==> src/rtl/program_loader_pkg.sv <==
// Shared types and widths for the program loader slice.
package program_loader_pkg;

  localparam int unsigned BCNT_W = 2;
  localparam int unsigned WORD_W = 32;
  localparam int unsigned BYTE_W = 8;

  typedef enum logic [2:0] {
    S_IDLE,
    S_LEN,
    S_LOAD,
    S_CHK,
    S_RUN,
    S_ERR
  } state_e;

endpackage

==> src/rtl/loader_word_assembler.sv <==
// 8->32 big-endian shift register with byte counter; serves both the length field and payload words.
module loader_word_assembler
  import program_loader_pkg::*;
(
  input  logic              clk_i,
  input  logic              rst_i,
  input  logic              byte_valid_i,
  input  logic [BYTE_W-1:0] byte_i,
  input  logic              emit_i,
  output logic              last_o,
  output logic [WORD_W-1:0] word_next_o,
  output logic [WORD_W-1:0] word_o,
  output logic              word_valid_o
);

  logic [WORD_W-BYTE_W-1:0] shift_q;
  logic [BCNT_W-1:0]        cnt_q;
  logic [WORD_W-1:0]        word_q;
  logic                     word_valid_q;

  // word_next_o is the complete word in the cycle its 4th byte is accepted
  assign last_o       = byte_valid_i && (cnt_q == '1);
  assign word_next_o  = {shift_q, byte_i};
  assign word_o       = word_q;
  assign word_valid_o = word_valid_q;

  always_ff @(posedge clk_i) begin
    if (rst_i) begin
      shift_q      <= '0;
      cnt_q        <= '0;
      word_q       <= '0;
      word_valid_q <= 1'b0;
    end else begin
      word_valid_q <= last_o && emit_i;
      if (byte_valid_i) begin
        shift_q <= word_next_o[WORD_W-BYTE_W-1:0];
        cnt_q   <= cnt_q + 1'b1;
        if (last_o && emit_i) begin
          word_q <= word_next_o;
        end
      end
    end
  end

endmodule

==> src/rtl/program_loader.sv <==
// Loads a length-prefixed big-endian byte stream into instruction memory, then releases the CPU.
// Optional trailing XOR checksum byte: define PROGRAM_LOADER_CHECKSUM_EN.
module program_loader
  import program_loader_pkg::*;
#(
  parameter int unsigned MAX_WORDS = 256,
  parameter logic [31:0] BASE_ADDR = 32'h0000_0000
) (
  input  logic        clk,
  input  logic        rst,
  input  logic        rx_valid,
  input  logic [7:0]  rx_data,
  output logic        rx_ready,
  output logic        imem_we,
  output logic [31:0] imem_addr,
  output logic [31:0] imem_wdata,
  output logic        cpu_run,
  output logic        load_error,
  output logic [15:0] words_loaded
);

  localparam logic [31:0] MAX_W32 = 32'(MAX_WORDS);
  localparam logic [15:0] MAX_W16 = 16'(MAX_WORDS);

  state_e      state_q;
  logic        rx_ready_q;
  logic        cpu_run_q;
  logic        load_error_q;
  logic [15:0] words_loaded_q;
  logic [15:0] len_q;
  logic [31:0] imem_addr_q;
`ifdef PROGRAM_LOADER_CHECKSUM_EN
  logic [7:0]  csum_q;
`endif

  logic        accept;
  logic        emit;
  logic        last;
  logic [31:0] word_next;
  logic [31:0] word;
  logic        word_valid;

  assign accept = rx_valid && rx_ready_q;
  assign emit   = (state_q == S_LOAD);

  loader_word_assembler u_asm (
    .clk_i        (clk),
    .rst_i        (rst),
    .byte_valid_i (accept),
    .byte_i       (rx_data),
    .emit_i       (emit),
    .last_o       (last),
    .word_next_o  (word_next),
    .word_o       (word),
    .word_valid_o (word_valid)
  );

  assign rx_ready     = rx_ready_q;
  assign imem_we      = word_valid;
  assign imem_wdata   = word;
  assign imem_addr    = imem_addr_q;
  assign cpu_run      = cpu_run_q;
  assign load_error   = load_error_q;
  assign words_loaded = words_loaded_q;

  always_ff @(posedge clk) begin
    if (rst) begin
      state_q        <= S_IDLE;
      rx_ready_q     <= 1'b0;
      cpu_run_q      <= 1'b0;
      load_error_q   <= 1'b0;
      words_loaded_q <= '0;
      len_q          <= '0;
      imem_addr_q    <= BASE_ADDR;
`ifdef PROGRAM_LOADER_CHECKSUM_EN
      csum_q         <= '0;
`endif
    end else begin
      case (state_q)
        S_IDLE: begin
          state_q    <= S_LEN;
          rx_ready_q <= 1'b1;
        end
        S_LEN: begin
          if (last) begin
            if (word_next == '0) begin
`ifdef PROGRAM_LOADER_CHECKSUM_EN
              state_q    <= S_CHK;
`else
              state_q    <= S_RUN;
              rx_ready_q <= 1'b0;
              cpu_run_q  <= 1'b1;
`endif
            end else if (word_next > MAX_W32) begin
              state_q      <= S_ERR;
              rx_ready_q   <= 1'b0;
              load_error_q <= 1'b1;
            end else begin
              state_q <= S_LOAD;
              len_q   <= word_next[15:0];
            end
          end
        end
        S_LOAD: begin
`ifdef PROGRAM_LOADER_CHECKSUM_EN
          if (accept) begin
            csum_q <= csum_q ^ rx_data;
          end
`endif
          // Address and count advance with the strobe; the last word closes rx_ready so no byte slips in
          if (last) begin
            imem_addr_q <= BASE_ADDR + 32'({words_loaded_q, 2'b00});
            if (words_loaded_q != MAX_W16) begin
              words_loaded_q <= words_loaded_q + 16'd1;
            end
            if (words_loaded_q + 16'd1 == len_q) begin
              rx_ready_q <= 1'b0;
            end
          end
          if (word_valid && (words_loaded_q == len_q)) begin
`ifdef PROGRAM_LOADER_CHECKSUM_EN
            state_q    <= S_CHK;
            rx_ready_q <= 1'b1;
`else
            state_q    <= S_RUN;
            cpu_run_q  <= 1'b1;
`endif
          end
        end
`ifdef PROGRAM_LOADER_CHECKSUM_EN
        S_CHK: begin
          if (accept) begin
            rx_ready_q <= 1'b0;
            if (rx_data == csum_q) begin
              state_q   <= S_RUN;
              cpu_run_q <= 1'b1;
            end else begin
              state_q      <= S_ERR;
              load_error_q <= 1'b1;
            end
          end
        end
`endif
        default: begin
        end
      endcase
    end
  end

endmodule

==> config.mk <==
export PLATFORM = sky130hd
export DESIGN_NAME = program_loader
export DESIGN_NICKNAME = d
export VERILOG_FILES = /design/src/rtl/program_loader_pkg.sv /design/src/rtl/loader_word_assembler.sv /design/src/rtl/program_loader.sv
export SDC_FILE = /design/constraint.sdc
export NUM_CORES = 1
export LEC_CHECK = 0
export ABC_AREA = 1
export BUFFER_PORTS_ARGS = -buffer_cell sky130_fd_sc_hd__buf_2
export CORE_MARGIN = 2
export CORE_UTILIZATION = 27
export CTS_BUF_LIST = sky130_fd_sc_hd__clkbuf_16
export DETAILED_ROUTE_END_ITERATION = 10
export SLEW_MARGIN = 20
export SYNTH_ARGS = -nofsm -noshare
export SYNTH_HDL_FRONTEND = slang
export SYNTH_SLANG_ARGS = --single-unit
==> constraint.sdc <==
create_clock -name clk -period 1.5 [get_ports clk]
set_input_delay 0.225 -clock clk [delete_from_list [all_inputs] [get_ports clk]]
set_output_delay 0.225 -clock clk [all_outputs]
set_load 0.01 [all_outputs]
== Yosys cells after proc, flatten, opt, wreduce, memory -nomap -nowiden ==
Cells that the tools add are included.
Operators by class
  reductions and logical operators: 16
  equal/unequal tests: 12
  magnitude comparators: 1
  bitwise gates (word level): 2
  muxes and demuxes: 15
  add/subtract/negate cells: 2
Operators with widths (count)
  equality test 16 bit: 2
  > comparator 32 x 9 -> 1 bit (second input constant): 1
  logical NOT 32 bit: 1
  adder 16 x 1 -> 16 bit (second input constant): 1
  inequality test 16 x 9 -> 1 bit (second input constant): 1
  two-way mux 3 bit: 4
  AND reduction 4 bit: 3
  one-hot mux 3 bit (3 select lines): 1
  two-way mux 1 bit: 8
  inequality test 2 bit (second input constant): 4
  AND reduction 3 bit: 2
  AND reduction 5 bit: 1
  logical AND 1 bit: 4
  AND reduction 2 bit: 2
  equality test 3 x 1 -> 1 bit (second input constant): 1
  equality test 3 x 2 -> 1 bit (second input constant): 1
  logical NOT 3 bit: 1
  inequality test 3 bit (second input constant): 1
  one-hot mux 1 bit (3 select lines): 1
  nonzero test 3 bit: 1
  adder 2 x 1 -> 2 bit (second input constant): 1
  equality test 2 bit (second input constant): 1
  inequality test 2 x 1 -> 1 bit (second input constant): 1
  NOT 1 bit: 2
  2 further kinds: 2
Word-level totals
  flip-flop bits (word level): 113
  input bits: 11
  output and inout port bits: 84
  word-level logic and storage cells: 59

== Longest topological paths before layout ==
Gate-level depths: netlist of the first run.
  depth in word-level cells: 5
  mapped depth: 16
  depth with buffers taken out: 15

== Cells and area by module ==
Synthesis of the first run repeated with hierarchy kept, for this count alone.
Second synthesis, totals
  cell total of the unflattened synthesis: 778
  area total of the unflattened synthesis: 5380.2 µm²
Modules (own cells, without submodules)
  program_loader: seq. area each 1081.0 µm², instances 1, cells each 449, area each 3060.4 µm²
  loader_word_assembler: seq. area each 1181.1 µm², instances 1, cells each 329, area each 2319.7 µm²

== Worst setup path before layout of the first run ==
OpenSTA, ideal clock, no wires.
  kind: register to register
  from: register words_loaded_q[0], in the netlist words_loaded[0]
  to: register rx_ready_q, in the netlist rx_ready
  arrival time: 1.605 ns
  library setup time: 0.131 ns
  path buffers: 0
  cell stages (with the launch flop): 15
  required time: 1.369 ns
  setup slack: -0.235 ns
  clock period less this slack: 1.735 ns
  cell sequence: dfxtp_1 ha_1 nand3_1 nor2_1 nand2_1 nand3_1 nand2_1 nor2_1 nand2_1 nor2_2 nand3_1 nand2_1 nand2_1 nand2_1 a21oi_2
On the way
  word-level cells in the longest chain between the ends: 4
RTL lines
  from (decl): RTL line program_loader.sv:29  | logic [15:0] words_loaded_q;
  from (signal assigned): RTL line program_loader.sv:114  | words_loaded_q <= words_loaded_q + 16'd1;
  adder 16 x 1 -> 16 bit: RTL line program_loader.sv:116  | if (words_loaded_q + 16'd1 == len_q) begin
  equality test 16 bit: RTL line program_loader.sv:116
  inequality test 2 bit (no line)
  AND reduction 5 bit (no line)
  to (signal assigned): RTL line program_loader.sv:91  | rx_ready_q <= 1'b0;
  to (signal assigned): RTL line program_loader.sv:96  | rx_ready_q <= 1'b0;
  to (signal assigned): RTL line program_loader.sv:117  | rx_ready_q <= 1'b0;
  to (decl): RTL line program_loader.sv:26  | logic rx_ready_q;
Every way passes these cells.
A chain may end at the register's enable or synchronous reset.

== Worst setup path after layout of the first run ==
  from: register words_loaded_q[1], in the netlist words_loaded[1]
  to: register rx_ready_q, in the netlist rx_ready
The elaborated chain is that of the path after synthesis.

==> results of run 1 <==
==> cells by family after synthesis <==
group,synth area share
other cells,0.0007428
fa+ha+maj,0.007436
buf+inv,0.09170
simple gates,0.2741
xor+xnor,0.02602
compound gates,0.1519
flops,0.4481
==> power breakdown <==
group	internal [W]	switching, W
combinational	0.000766	0.000983
clock	0.00239	0.00140
sequential	0.00322	0.000149
==> worst max-delay path by stage <==
stage / slack (ps) / depth (start not counted) / end / startpoint
finish: -250 / 12 / rx_ready / words_loaded[1]
global route: -420 / 12 / rx_ready / words_loaded[1]
detailed placement: -230 / 14 / rx_ready / words_loaded[0]
CTS: -230 / 14 / rx_ready / words_loaded[1]
floorplan: -30 / 14 / rx_ready / words_loaded[0]
global placement: -230 / 13 / rx_ready / words_loaded[2]
==> worst max-delay path, stage by stage (launching register included) <==
cell and delay, ps:
dfxtp_4 380, ha_4 180, nand2_4 50, nor2_4 170, nand4_1 190, nand3_1 130
nand3_1 70, nor2_1 120, nand3_1 110, nand2_1 70, nand2_1 60, nand2_2 60
a21oi_2 50
==> metal layers <==
layer  vias up  GRT usage
met5         -          0
met4         0    0.04947
met3        18    0.04925
met2        97     0.2454
met1      2335     0.2059
li1       2657          -
==> sequential cells by signal (all words and copies together) (netlist names), 2 cells and up <==
| signal | cells |
|---|---|
| u_asm.shift_q | 24 |
| state_q | 3 |
| u_asm.cnt_q | 2 |
| words_loaded | 16 |
| imem_addr | 16 |
| len_q | 16 |
| u_asm.word_o | 32 |
==> cell type report <==
class / instances / area, sq um / area share
repair inverters: 1 / 6.256 / 0.0008416
well taps: 234 / 292.8 / 0.03939
multi-input cells: 512 / 2643 / 0.3555
clock buffers: 17 / 425.4 / 0.05723
inverters: 48 / 190.2 / 0.02558
repair buffers: 205 / 1445 / 0.1944
clock inverters: 14 / 126.4 / 0.01700
flip-flops and latches: 113 / 2305 / 0.3100
==> placed cells by master (no fill, tap or decap), types with 3 or more instances in the layout <==
| cell | synthesis | layout |
|---|---|---|
| nand3_2 | 1 | 7 |
| buf_12 | 0 | 6 |
| buf_6 | 1 | 7 |
| nand2_2 | 6 | 18 |
| inv_2 | 7 | 12 |
| o21ai_0 | 87 | 85 |
| a21oi_1 | 44 | 44 |
| clkinvlp_4 | 0 | 3 |
| dfxtp_4 | 0 | 8 |
| dfxtp_2 | 0 | 10 |
| nand2_1 | 106 | 92 |
| o21ai_1 | 6 | 7 |
| a31oi_1 | 3 | 3 |
| nand4_1 | 11 | 11 |
| xor2_1 | 7 | 7 |
| buf_2 | 10 | 78 |
| nand3_1 | 27 | 20 |
| clkbuf_16 | 0 | 17 |
| nor2_4 | 2 | 9 |
| dfxtp_1 | 113 | 95 |
| xnor2_1 | 8 | 7 |
| conb_1 | 1 | 16 |
| nor3_1 | 5 | 4 |
| nor2_1 | 158 | 133 |
| nor2_2 | 8 | 26 |
| inv_1 | 41 | 37 |
| buf_4 | 20 | 114 |
==> metrics by stage <==
step	instance area, sq um	setup TNS, ps	hold WS, ps	util
floorplan	5179	-46.29	359.9	-
global placement	6541	-1610	442.4	0.3532
detailed placement	6541	-2442	445.0	0.3532
CTS	7177	-893.3	161.5	0.3876
global route	7433	-5764	177.9	0.4014
finish	7433	-2014	179.9	0.4014
==> repair_timing <==
item	CTS	global route
pin swaps	12	24
gates resized for setup	25	72
cloned	0	1
buffers inserted	1	5
endpoints found under the setup margin	43	83
==> results.yml, run 1 <==
status:
  status: "finished with violations"
  violations: "setup timing"
logic_synthesis:
  avgSynthCellArea_sq_um: 7.131
  synth-seq-cells: 113
  synth.most_common_cell: "nor2_1"
  synth_top_area_share: 0.4481
  syn_area_sq_mm: 0.005049
  synth_cell_types: 34
  yosys-top-cells-area: "dfxtp_1 (45%), nor2_1 (12%), o21ai_0 (8.6%), nand2_1 (7.9%), a21oi_1 (4.4%)"
  synth_common_cells: "nor2_1 (158), dfxtp_1 (113), nand2_1 (106)"
  synthArstFlopShare: 0
  synth_edf_count: 0
  synthFlopType: "dfxtp_1"
  synth_warnings: 0
  netlist_instances: 708
  seq_area_frac_synth: 0.4481
  yosys.area.top_type: "dfxtp_1"
setup_path:
  r2r-end: "rx_ready"
  ff2ff_path_depth: 12
  path_class: "reg2reg"
  r2r-start: "words_loaded[1]"
  cp-start-kind: "register"
  reg2reg_slack_ps: -250
  crit_fanout: 6
  crit_path_end_kind: "register"
  crit_arrival_ps: 2040
  critPathRequiredTime_ps: 1790
detailed_routing:
  first_pass_iters: 4
  totalWireLength_microns: 15390
  wire_per_inst_microns: 13.45
  first_iter_violations: 294
  drc_errors: 0
  wl_met2_microns: 7086
  ant_nets: 0
  m1WireLength_microns: 7278
  routed-wl-met3_microns: 798
  via_per_inst: 4.464
  via_count: 5107
  top_layer: "met4"
min_path:
  hold_end: "u_asm.word_o[2]"
  min_path_type: "in2reg"
  hold_start: "rx_data[2]"
  hold_depth: 4
clock_tree:
  h-tree-depth: 4
  insertion_delay_ps: 410
  root_buffer: "clkbuf_16"
  cts_buffers: 17
  cts-hold-fix-buffers: 0
  cts_tree: "built"
  path_clk_slew_ps: 50
  clockBufferDepth: 2
  clkSinkCount: 113
power:
  power.density_mw_per_mm2: 1200
  p_leak_nw: 3.485
  peakVddDrop_uv: 782.8
  finalPower_w: 0.008917
floorplanning:
  io_pins: 95
  rows: 50
  die-height_microns: 140.7
  die_w_microns: 140.7
  core_area_sq_mm: 0.01852
  start_util: 0.2726
  die_area_sq_mm: 0.01981
sta:
  rsz0062_at_grt: "yes"
  finalHoldViolations: 0
  final-setup-viol-count: 26
  max_freq_mhz: 572.2
  slew_violations: 0
  setup_ws_ps: -247.5
  period_share: 1.165
  fin_crit_ps: 1748
  fin_skew_ps: 7.497
grt:
  grt-ovfl-total: 0
  grt_max_degree: 90
  first_global_vias: 4814
  grt_pass1_wl_microns: 24420
  grtUsageTotal: 0.1566
  antenna_found_initial: 0
placement:
  place.gp.congestion: 0.8730
  dp_cells: 1106
  port_buffers: 78
  dp_slack_ps: -231.2
  hpwl_microns: 10970
layout:
  final_layout_size_suffix_gt1_frac: 0.3725
  num-nets-final: 912
  antenna_cells: 0
  syn_to_final_growth_pct: 47.24
  fillers: 1909
  fin_cells: 1144
flow_run:
  cap_violations: 0
(Power assumes the default switching activity.)
==> run 2, diff against run 1 <==
--- a/config.mk
+++ b/config.mk
@@ -8,7 +8,7 @@
 export ABC_AREA = 1
 export BUFFER_PORTS_ARGS = -buffer_cell sky130_fd_sc_hd__buf_2
 export CORE_MARGIN = 2
-export CORE_UTILIZATION = 27
+export CORE_UTILIZATION = 31
 export CTS_BUF_LIST = sky130_fd_sc_hd__clkbuf_16
 export DETAILED_ROUTE_END_ITERATION = 10
 export SLEW_MARGIN = 20
==> results.yml, run 2 (synthesis gave the netlist of run 1 again) <==
flow_run:
  cap_violations: 0
sta:
  rsz0062_at_grt: "yes"
  setup_ws_ps: -278.9
  slew_violations: 0
  final-setup-viol-count: 26
  finalHoldViolations: 0
  fin_crit_ps: 1779
  max_freq_mhz: 562.2
  fin_skew_ps: 8.622
  period_share: 1.186
floorplanning:
  start_util: 0.3178
  die_w_microns: 131.6
  core_area_sq_mm: 0.01589
  io_pins: 95
  die_area_sq_mm: 0.01732
  die-height_microns: 131.6
  rows: 46
placement:
  dp_slack_ps: -262.2
  post_dp_cell_area_sq_mm: 0.006524
  hpwl_microns: 10840
  place.gp.congestion: 0.9300
  dp_cells: 1092
  port_buffers: 78
clock_tree:
  cts_tree: "built"
  clockBufferDepth: 2
  path_clk_slew_ps: 60
  cts_buffers: 17
  cts-hold-fix-buffers: 0
  insertion_delay_ps: 420
  h-tree-depth: 4
  root_buffer: "clkbuf_16"
  clkSinkCount: 113
grt:
  antenna_found_initial: 0
  grtUsageTotal: 0.1778
  grt_pass1_wl_microns: 24720
  first_global_vias: 4929
  grt-ovfl-total: 0
  grt_max_degree: 50
layout:
  largest_reg_flops: 32
  final_layout_size_suffix_gt1_frac: 0.3952
  fin_cells: 1137
  layout_commonest_cell: "nor2_1"
  fillers: 1612
  final_cell_mix: "nor2_1 (139), buf_4 (122), dfxtp_1 (93)"
  final_area_sq_mm: 0.007627
  antenna_cells: 0
  num-nets-final: 922
  syn_to_final_growth_pct: 51.08
detailed_routing:
  first_pass_iters: 4
  totalWireLength_microns: 15490
  first_iter_violations: 272
  via_per_inst: 4.575
  drc_errors: 0
  ant_nets: 0
  wire_per_inst_microns: 13.62
  via_count: 5202
setup_path:
  crit_fanout: 6
  crit_path_end_kind: "register"
  critPathRequiredTime_ps: 1800
  path_class: "reg2reg"
  cp-start-kind: "register"
  crit_arrival_ps: 2080
power:
  power.density_mw_per_mm2: 1214
  peakVddDrop_uv: 862.6
  p_leak_nw: 3.579
status:
  violations: "setup timing"
  status: "finished with violations"
min_path:
  min_path_type: "in2reg"
==> run 2: cell types whose count changed in the layout (fill, tap and decap cells not counted), sizes merged <==
cell | before | now
bufinv | 2 | 3
clkinv | 6 | 5
clkinvlp | 3 | 4
buf | 205 | 214
clkbuf | 17 | 18
==> run 2: repair_timing <==
item / 4_1_cts / 5_1_grt
gates resized for setup: 39 / 84
buffers inserted: 8 / 5
endpoints found under the setup margin: 31 / 80
cloned: 3 / 1
pin swaps: 13 / 26
==> run 2: path summary, 6_finish.rpt <==
check | start | to | slack [ps] | cells after the start
worst max-delay path | words_loaded[1] | rx_ready | -280 | 12
worst min-delay path | rx_data[7] | u_asm.word_o[7] | 170 | 4
worst max register to register | words_loaded[1] | rx_ready | -280 | 12
worst min register to register | cpu_run | cpu_run | 440 | 2
==> run 2: layout make-up <==
| class | count | area [sq um] | share of cell area |
|---|---|---|---|
| inverter | 48 | 205.2 | 0.02690 |
| timing repair inverter | 1 | 7.507 | 0.0009843 |
| clock buffer | 17 | 425.4 | 0.05577 |
| sequential | 113 | 2307 | 0.3025 |
| multi-input combinational | 512 | 2711 | 0.3555 |
| tap | 216 | 270.3 | 0.03543 |
| clock inverter | 15 | 182.7 | 0.02395 |
| timing repair buffer | 215 | 1518 | 0.1990 |
==> run 2: through the flow <==
stage | utilization | setup TNS (ps) | hold slack, ps | power, W
2_1_floorplan | - | -46.29 | 359.9 | 0.004332
3_3_place_gp | 0.4107 | -1281 | 438.5 | 0.004983
3_5_place_dp | 0.4107 | -1625 | 439.1 | 0.004994
4_1_cts | 0.4622 | -1621 | 144.5 | 0.009235
5_1_grt | 0.4802 | -5192 | 198.9 | 0.009700
6_report | 0.4802 | -1618 | 171.0 | 0.009260
==> run 2: metal layers <==
layer  track usage  part of all wire  vias to the layer above  wire length [microns]
met2        0.2824              0.46                      125                   7151
met4       0.07005             0.021                        0                    320
li1              -                 -                     2676                      -
met1        0.2306              0.46                     2374                   7193
met3       0.04552             0.053                       27                    822
met5             0                 0                        -                      0
==> run 2: power by group <==
group,internal [W],switching [W]
sequential,0.00322,0.000147
clock,0.00262,0.00152
combinational,0.000752,0.000991
==> run 2: critical path, cell delays in order (launching register included) <==
cell and delay (ps):
dfxtp_4 380, ha_4 160, nand2_2 70, nor2_4 200, nand4_1 190, nand3_1 150, nand3_2 90, nor2_2 90
nand3_2 100, nand2_1 70, nand2_1 40, nand2_1 70, a21oi_2 50
